[config.mk]
export PLATFORM = sky130hd
export DESIGN_NAME = shift_unit_iter
export DESIGN_NICKNAME = d
export VERILOG_FILES = /design/src/rtl/shift_pkg.sv /design/src/rtl/shift_step.sv /design/src/rtl/shift_unit_iter.sv
export SDC_FILE = /design/constraint.sdc
export NUM_CORES = 1
export LEC_CHECK = 0
export BUFFER_PORTS_ARGS = -buffer_cell sky130_fd_sc_hd__clkbuf_2
export CORE_MARGIN = 2
export CORE_UTILIZATION = 35
export DETAILED_ROUTE_END_ITERATION = 7
export PLACE_DENSITY_LB_ADDON = 0.08
export SYNTH_ARGS = -nofsm -noshare
export SYNTH_HDL_FRONTEND = slang
export SYNTH_SLANG_ARGS = --single-unit
[constraint.sdc]
create_clock -name clk -period 2.9 [get_ports clk]
set_clock_uncertainty 0.05 [all_clocks]
set_input_delay 0.145 -clock clk [delete_from_list [all_inputs] [get_ports clk]]
set_output_delay 0.145 -clock clk [all_outputs]
set_load 0.005 [all_outputs]
[src/rtl/shift_pkg.sv]
// shift_pkg: shared operation encodings and FSM state type for the iterative shifter
package shift_pkg;
  typedef enum logic [1:0] {
    SH_SLL  = 2'b00,
    SH_SRL  = 2'b01,
    SH_ROTL = 2'b10,
    SH_SRA  = 2'b11
  } op_t;
  typedef enum logic [1:0] {
    IDLE  = 2'b00,
    SHIFT = 2'b01,
    DONE  = 2'b10
  } state_t;
endpackage

[src/rtl/shift_step.sv]
// shift_step: combinational shift of acc by k (0..STEP) bits in the selected mode
module shift_step
  import shift_pkg::*;
#(
  parameter int WIDTH = 32,
  parameter int STEP  = 4,
  localparam int KW   = $clog2(STEP) + 1
) (
  input  logic [WIDTH-1:0] acc,
  input  logic [KW-1:0]    k,
  input  logic [1:0]       op,
  input  logic             sign,
  output logic [WIDTH-1:0] res
);
  logic [KW:0][WIDTH-1:0] st;
  assign st[0] = acc;
  for (genvar i = 0; i < KW; i++) begin : g_stage
    localparam int S = 2 ** i;
    logic [2*WIDTH-1:0] l, r;
    assign l = {st[i], st[i]} << S;
    assign r = {{WIDTH{op == SH_SRA && sign}}, st[i]} >> S;
    assign st[i+1] = !k[i] ? st[i] :
                     op == SH_SLL  ? st[i] << S :
                     op == SH_ROTL ? l[2*WIDTH-1:WIDTH] : r[WIDTH-1:0];
  end
  assign res = st[KW];
endmodule

[src/rtl/shift_unit_iter.sv]
// shift_unit_iter: multi-cycle SLL/SRL/SRA/ROTL unit with start/busy/done handshake
module shift_unit_iter
  import shift_pkg::*;
#(
  parameter int WIDTH   = 32,
  parameter int SHAMT_W = $clog2(WIDTH),
  parameter int STEP    = 4
) (
  input  logic               clk,
  input  logic               rst,
  input  logic               start,
  input  logic [1:0]         op,
  input  logic [WIDTH-1:0]   din,
  input  logic [SHAMT_W-1:0] shamt,
  output logic               busy,
  output logic               done,
  output logic [WIDTH-1:0]   dout
);
  localparam int KW = $clog2(STEP) + 1;
  if (STEP < 1 || STEP > WIDTH || (STEP & (STEP - 1)) != 0) begin : g_chk
    $error("shift_unit_iter: STEP must be a power of two in 1..WIDTH");
  end
  state_t             state, state_nx;
  logic [WIDTH-1:0]   acc, stepped;
  logic [SHAMT_W-1:0] cnt;
  logic [1:0]         opr;
  logic               signr, accept, last;
  logic [KW-1:0]      k;
  shift_step #(.WIDTH(WIDTH), .STEP(STEP)) u_step (
    .acc (acc),
    .k   (k),
    .op  (opr),
    .sign(signr),
    .res (stepped)
  );
  assign busy   = state == SHIFT;
  assign done   = state == DONE;
  assign accept = start && state != SHIFT;
  // per-cycle step size and next-state selection
  always_comb begin
    k        = int'(cnt) >= STEP ? KW'(STEP) : KW'(cnt);
    last     = int'(cnt) <= STEP;
    state_nx = accept ? (shamt != '0 ? SHIFT : DONE) :
               state == SHIFT ? (last ? DONE : SHIFT) : IDLE;
  end
  // state register; reset aborts any operation in flight
  always_ff @(posedge clk or posedge rst) begin
    if (rst) state <= IDLE;
    else     state <= state_nx;
  end
  // operand capture, iterative shifting and result register
  always_ff @(posedge clk or posedge rst) begin
    if (rst) begin
      acc   <= '0;
      cnt   <= '0;
      opr   <= '0;
      signr <= 1'b0;
      dout  <= '0;
    end else if (accept) begin
      acc   <= din;
      cnt   <= shamt;
      opr   <= op;
      signr <= din[WIDTH-1];
      if (shamt == '0) dout <= din;
    end else if (state == SHIFT) begin
      acc <= stepped;
      cnt <= cnt - SHAMT_W'(k);
      if (last) dout <= stepped;
    end
  end
endmodule

==> parameters.txt <==
Parameter                              Value

Synth
  Gate count of the mapped netlist ... 712
  Synth Warn # ... 0
  Synthesized net count ... 755
  Register bit count reported by yosys ... 74
  Average instance area after synthesis ... 8.31 sq um
  Cell type with the largest total area after synthesis ... sky130_fd_sc_hd__dfrtp_1
  Share of flip-flops with an asynchronous set or reset after synthesis ... 1.00
  Post-synthesis instance area ... 5910 sq um
  Share of the yosys chip area belonging to registers ... 0.313
  Cell types occupying the most area after synthesis ... sky130_fd_sc_hd__dfrtp_1 31%, sky130_fd_sc_hd__mux2i_1 7.1%, sky130_fd_sc_hd__mux4_2 5.3%, sky130_fd_sc_hd__a211oi_1 4.8%, sky130_fd_sc_hd__nand2_1 4.8%
  Yosys top cell area share ... 0.313
  Leading register cell type out of synthesis ... sky130_fd_sc_hd__dfrtp_1
  Count of distinct cell types in the synthesized netlist ... 63
  Most frequent cells after synthesis ... 75 x sky130_fd_sc_hd__nand2_1, 74 x sky130_fd_sc_hd__dfrtp_1, 65 x sky130_fd_sc_hd__nor2_1, 55 x sky130_fd_sc_hd__a21oi_1, 54 x sky130_fd_sc_hd__clkbuf_1
  Number of synthesized flops with an enable pin ... 0
  Most frequent cell after synthesis ... sky130_fd_sc_hd__nand2_1

Critical path
  Data required, critical path ... 3090 ps
  Standard cell with the maximum stage delay on the critical path ... sky130_fd_sc_hd__or4b_4
  Worst path buffer plus inverter count ... 1
  Worst Path Max Fanout ... 25
  Element type at the critical path start ... flop
  Critical Path, Cell by Cell ... or4b_4, buf_4, mux4_2, a21oi_1, o211ai_1, a22o_1
  Critical path arrival ... 2860 ps
  Largest stage delay on the critical path ... 740 ps
  CP endpoint kind ... flop
  WS Path Type ... reg2reg
  Cell type group with the largest total delay on the critical path ... simple AND/OR/NAND/NOR gates

STA
  Fmax ... 374 MHz
  Transition time at the pin with the least slew margin ... 803 ps
  Final count of negative-setup-slack endpoints ... 0
  Final Max Tran Viols ... 0
  TNS Setup ... 0 ps
  RSZ-0062 raised after global routing ... false
  Final clock period utilization by the worst path ... 0.921
  Rel. slew slack ... 0.465
  Number of failing hold endpoints at the final stage ... 0
  Post-route minimum period ... 2670 ps

Clocking
  Clock slew at reported path FFs ... 60 ps
  Clock Latency Late Sink ... 350 ps
  Clock Sinks ... 74
  CTS tree ... yes
  Count of H-tree levels built during CTS ... 3
  Hold buffer count at cts ... 5
  Buffer cell driving the clock tree root ... sky130_fd_sc_hd__clkbuf_16
  Maximum clock insertion buffer count ... 2
  Total clock buffers created by CTS ... 9
  Number of gates resized after cts ... 0
  Setup repair bufs after CTS ... 0

Floorplanning
  Area enclosed by the die boundary ... 18000 sq um
  Vertical die dimension ... 134 um
  Core Area ... 16500 sq um
  Number of I/O pins ... 76
  Std-Cell Rows ... 47
  Die width ... 134 um
  Starting utilization of the core area ... 0.358

Layout
  Nets@finish ... 794
  Final cell count without fillers ... 976
  Ant. Diodes ... 0
  Share of the core filled with cells in the final layout ... 0.416
  Area of all placed cells without fillers ... 6870 sq um
  Filler cell count ... 1705
  Fraction of final layout cells with drive strength greater than 1 ... 0.221
  Relative area change from synthesis to final layout ... 16.3%

Placement
  HPWL after detailed placement ... 15100 um
  Port Buffers ... 75
  Cell area reported after detailed placement ... 6500 sq um
  Cell Count Post-Placement ... 955
  Last weighted congestion value of the routability-driven placer ... 0.898

Routing
  Iteration-0 DRC Markers ... 425
  Via total after detailed routing ... 5928
  First drt pass iteration count ... 5
  Remaining DRCs ... 0
  Number of vias per cell after detailed routing ... 6.07
  WL per Instance ... 22.8 um
  Number of nets with antenna violations after routing ... 0
  Routed Wire Length ... 22300 um

Global route
  Pin count of the biggest net entering global routing ... 53
  Antenna violations before repair ... 0
  Overflow left after global routing ... 0
  Number of global-route vias before repair ... 5655
  Total routing resource utilization after global routing ... 0.252
  First-pass GRT wire length ... 34600 um

Hold path
  Hold/Removal Path Class ... in2reg

Power and ir drop
  Combinational share of power ... 0.603
  Total power divided by cell area ... 1380 nW/um^2
  Share of total power in sequential cells ... 0.267
  Clock share of power ... 0.131
  Net Sw Frac ... 0.499
  Power dissipated by switching net loads ... 4.74 mW
  LEAKAGE ... 2.84 nW
  Internal Power ... 4.76 mW
  IR Drop Worst-Case VDD ... 0.593 mV

Outcome
  Status ... finished clean

Run
  Max-cap viol count ... 0
==> state kept, by name, summed over array words and instances (netlist names) <==
| signal | flops |
|---|---|
| acc | 32 |
| cnt | 5 |
| dout | 32 |
| opr | 2 |
| signr | 1 |
| state | 2 |
==> final cells by class <==
class | count | area (sq um) | area share
repair buffers | 110 | 688 | 0.100
clock buffers | 11 | 243 | 0.0353
well taps | 220 | 275 | 0.0400
flip-flops and latches | 74 | 1850 | 0.270
inverters | 9 | 35.0 | 0.00510
clock inverters | 5 | 77.6 | 0.0113
multi-input cells | 547 | 3700 | 0.539
==> worst min-delay path, delay by kind of cell <==
kind | cells | cell delay [ps]
buffers and inverters | 1 | 90
AOI/OAI and AO/OA | 1 | 80
and+or+nand+nor | 1 | 60
==> layout by cell type, fill, tap and decap left out, drive strengths merged, types with 13 or more instances in the layout <==
master	Yosys	final
clkbuf	54	86
nand2	75	75
dfrtp	74	74
nor2	65	65
a21oi	55	55
mux2i	42	42
a211oi	42	42
o21ai	37	37
buf	28	30
nor2b	26	26
o211ai	20	20
nand3	18	18
mux4	16	16
mux2	13	13
==> stage by stage <==
stage / worst slack, ps / power, mW / hold WS (ps)
floorplan: 366 / 6.23 / 200
global placement: 266 / 8.17 / 244
detailed placement: 244 / 8.22 / 245
CTS: 224 / 9.52 / 9.22
global route: 106 / 10.3 / 23.1
finish: 228 / 9.51 / 15.0
==> cells by family (layout without fill, tap and decap cells) <==
| logic type | after synthesis | after routing | share of synthesized area |
|---|---|---|---|
| flops | 74 | 74 | 0.313 |
| fa+ha+maj | 1 | 1 | 0.00212 |
| other cells | 1 | 1 | 0.000634 |
| buf+inv | 91 | 135 | 0.0645 |
| mux | 71 | 71 | 0.158 |
| compound gates | 233 | 233 | 0.267 |
| simple gates | 241 | 241 | 0.194 |
==> per-layer routing <==
metal	routed length, um	track usage
met1	10100	0.360
met2	10200	0.384
met3	1470	0.0420
met4	459	0.0881
met5	0	0
==> power by group through the flow <==
| stage | clock (mW) | sequential [mW] | combinational (mW) |
|---|---|---|---|
| after floorplan | 0 | 1.95 | 4.29 |
| after global placement | 0 | 2.55 | 5.63 |
| after detailed placement | 0 | 2.54 | 5.68 |
| after CTS | 1.27 | 2.53 | 5.72 |
| after global routing | 1.31 | 2.63 | 6.33 |
| final | 1.24 | 2.53 | 5.73 |
==> path summary, 6_finish.rpt <==
path                               start        to  slack [ps]  depth (start not counted)
worst max-delay path              cnt[2]  dout[13]         230                          6
worst min-delay path              din[2]   dout[2]          20                          3
worst max register to register    cnt[2]  dout[13]         230                          6
worst min register to register  dout[31]  dout[31]         450                          2
max in group asynchronous            rst    opr[0]        1720                          4
min in group asynchronous            rst  dout[11]         400                          3
Power figures use the tool's default switching activity.
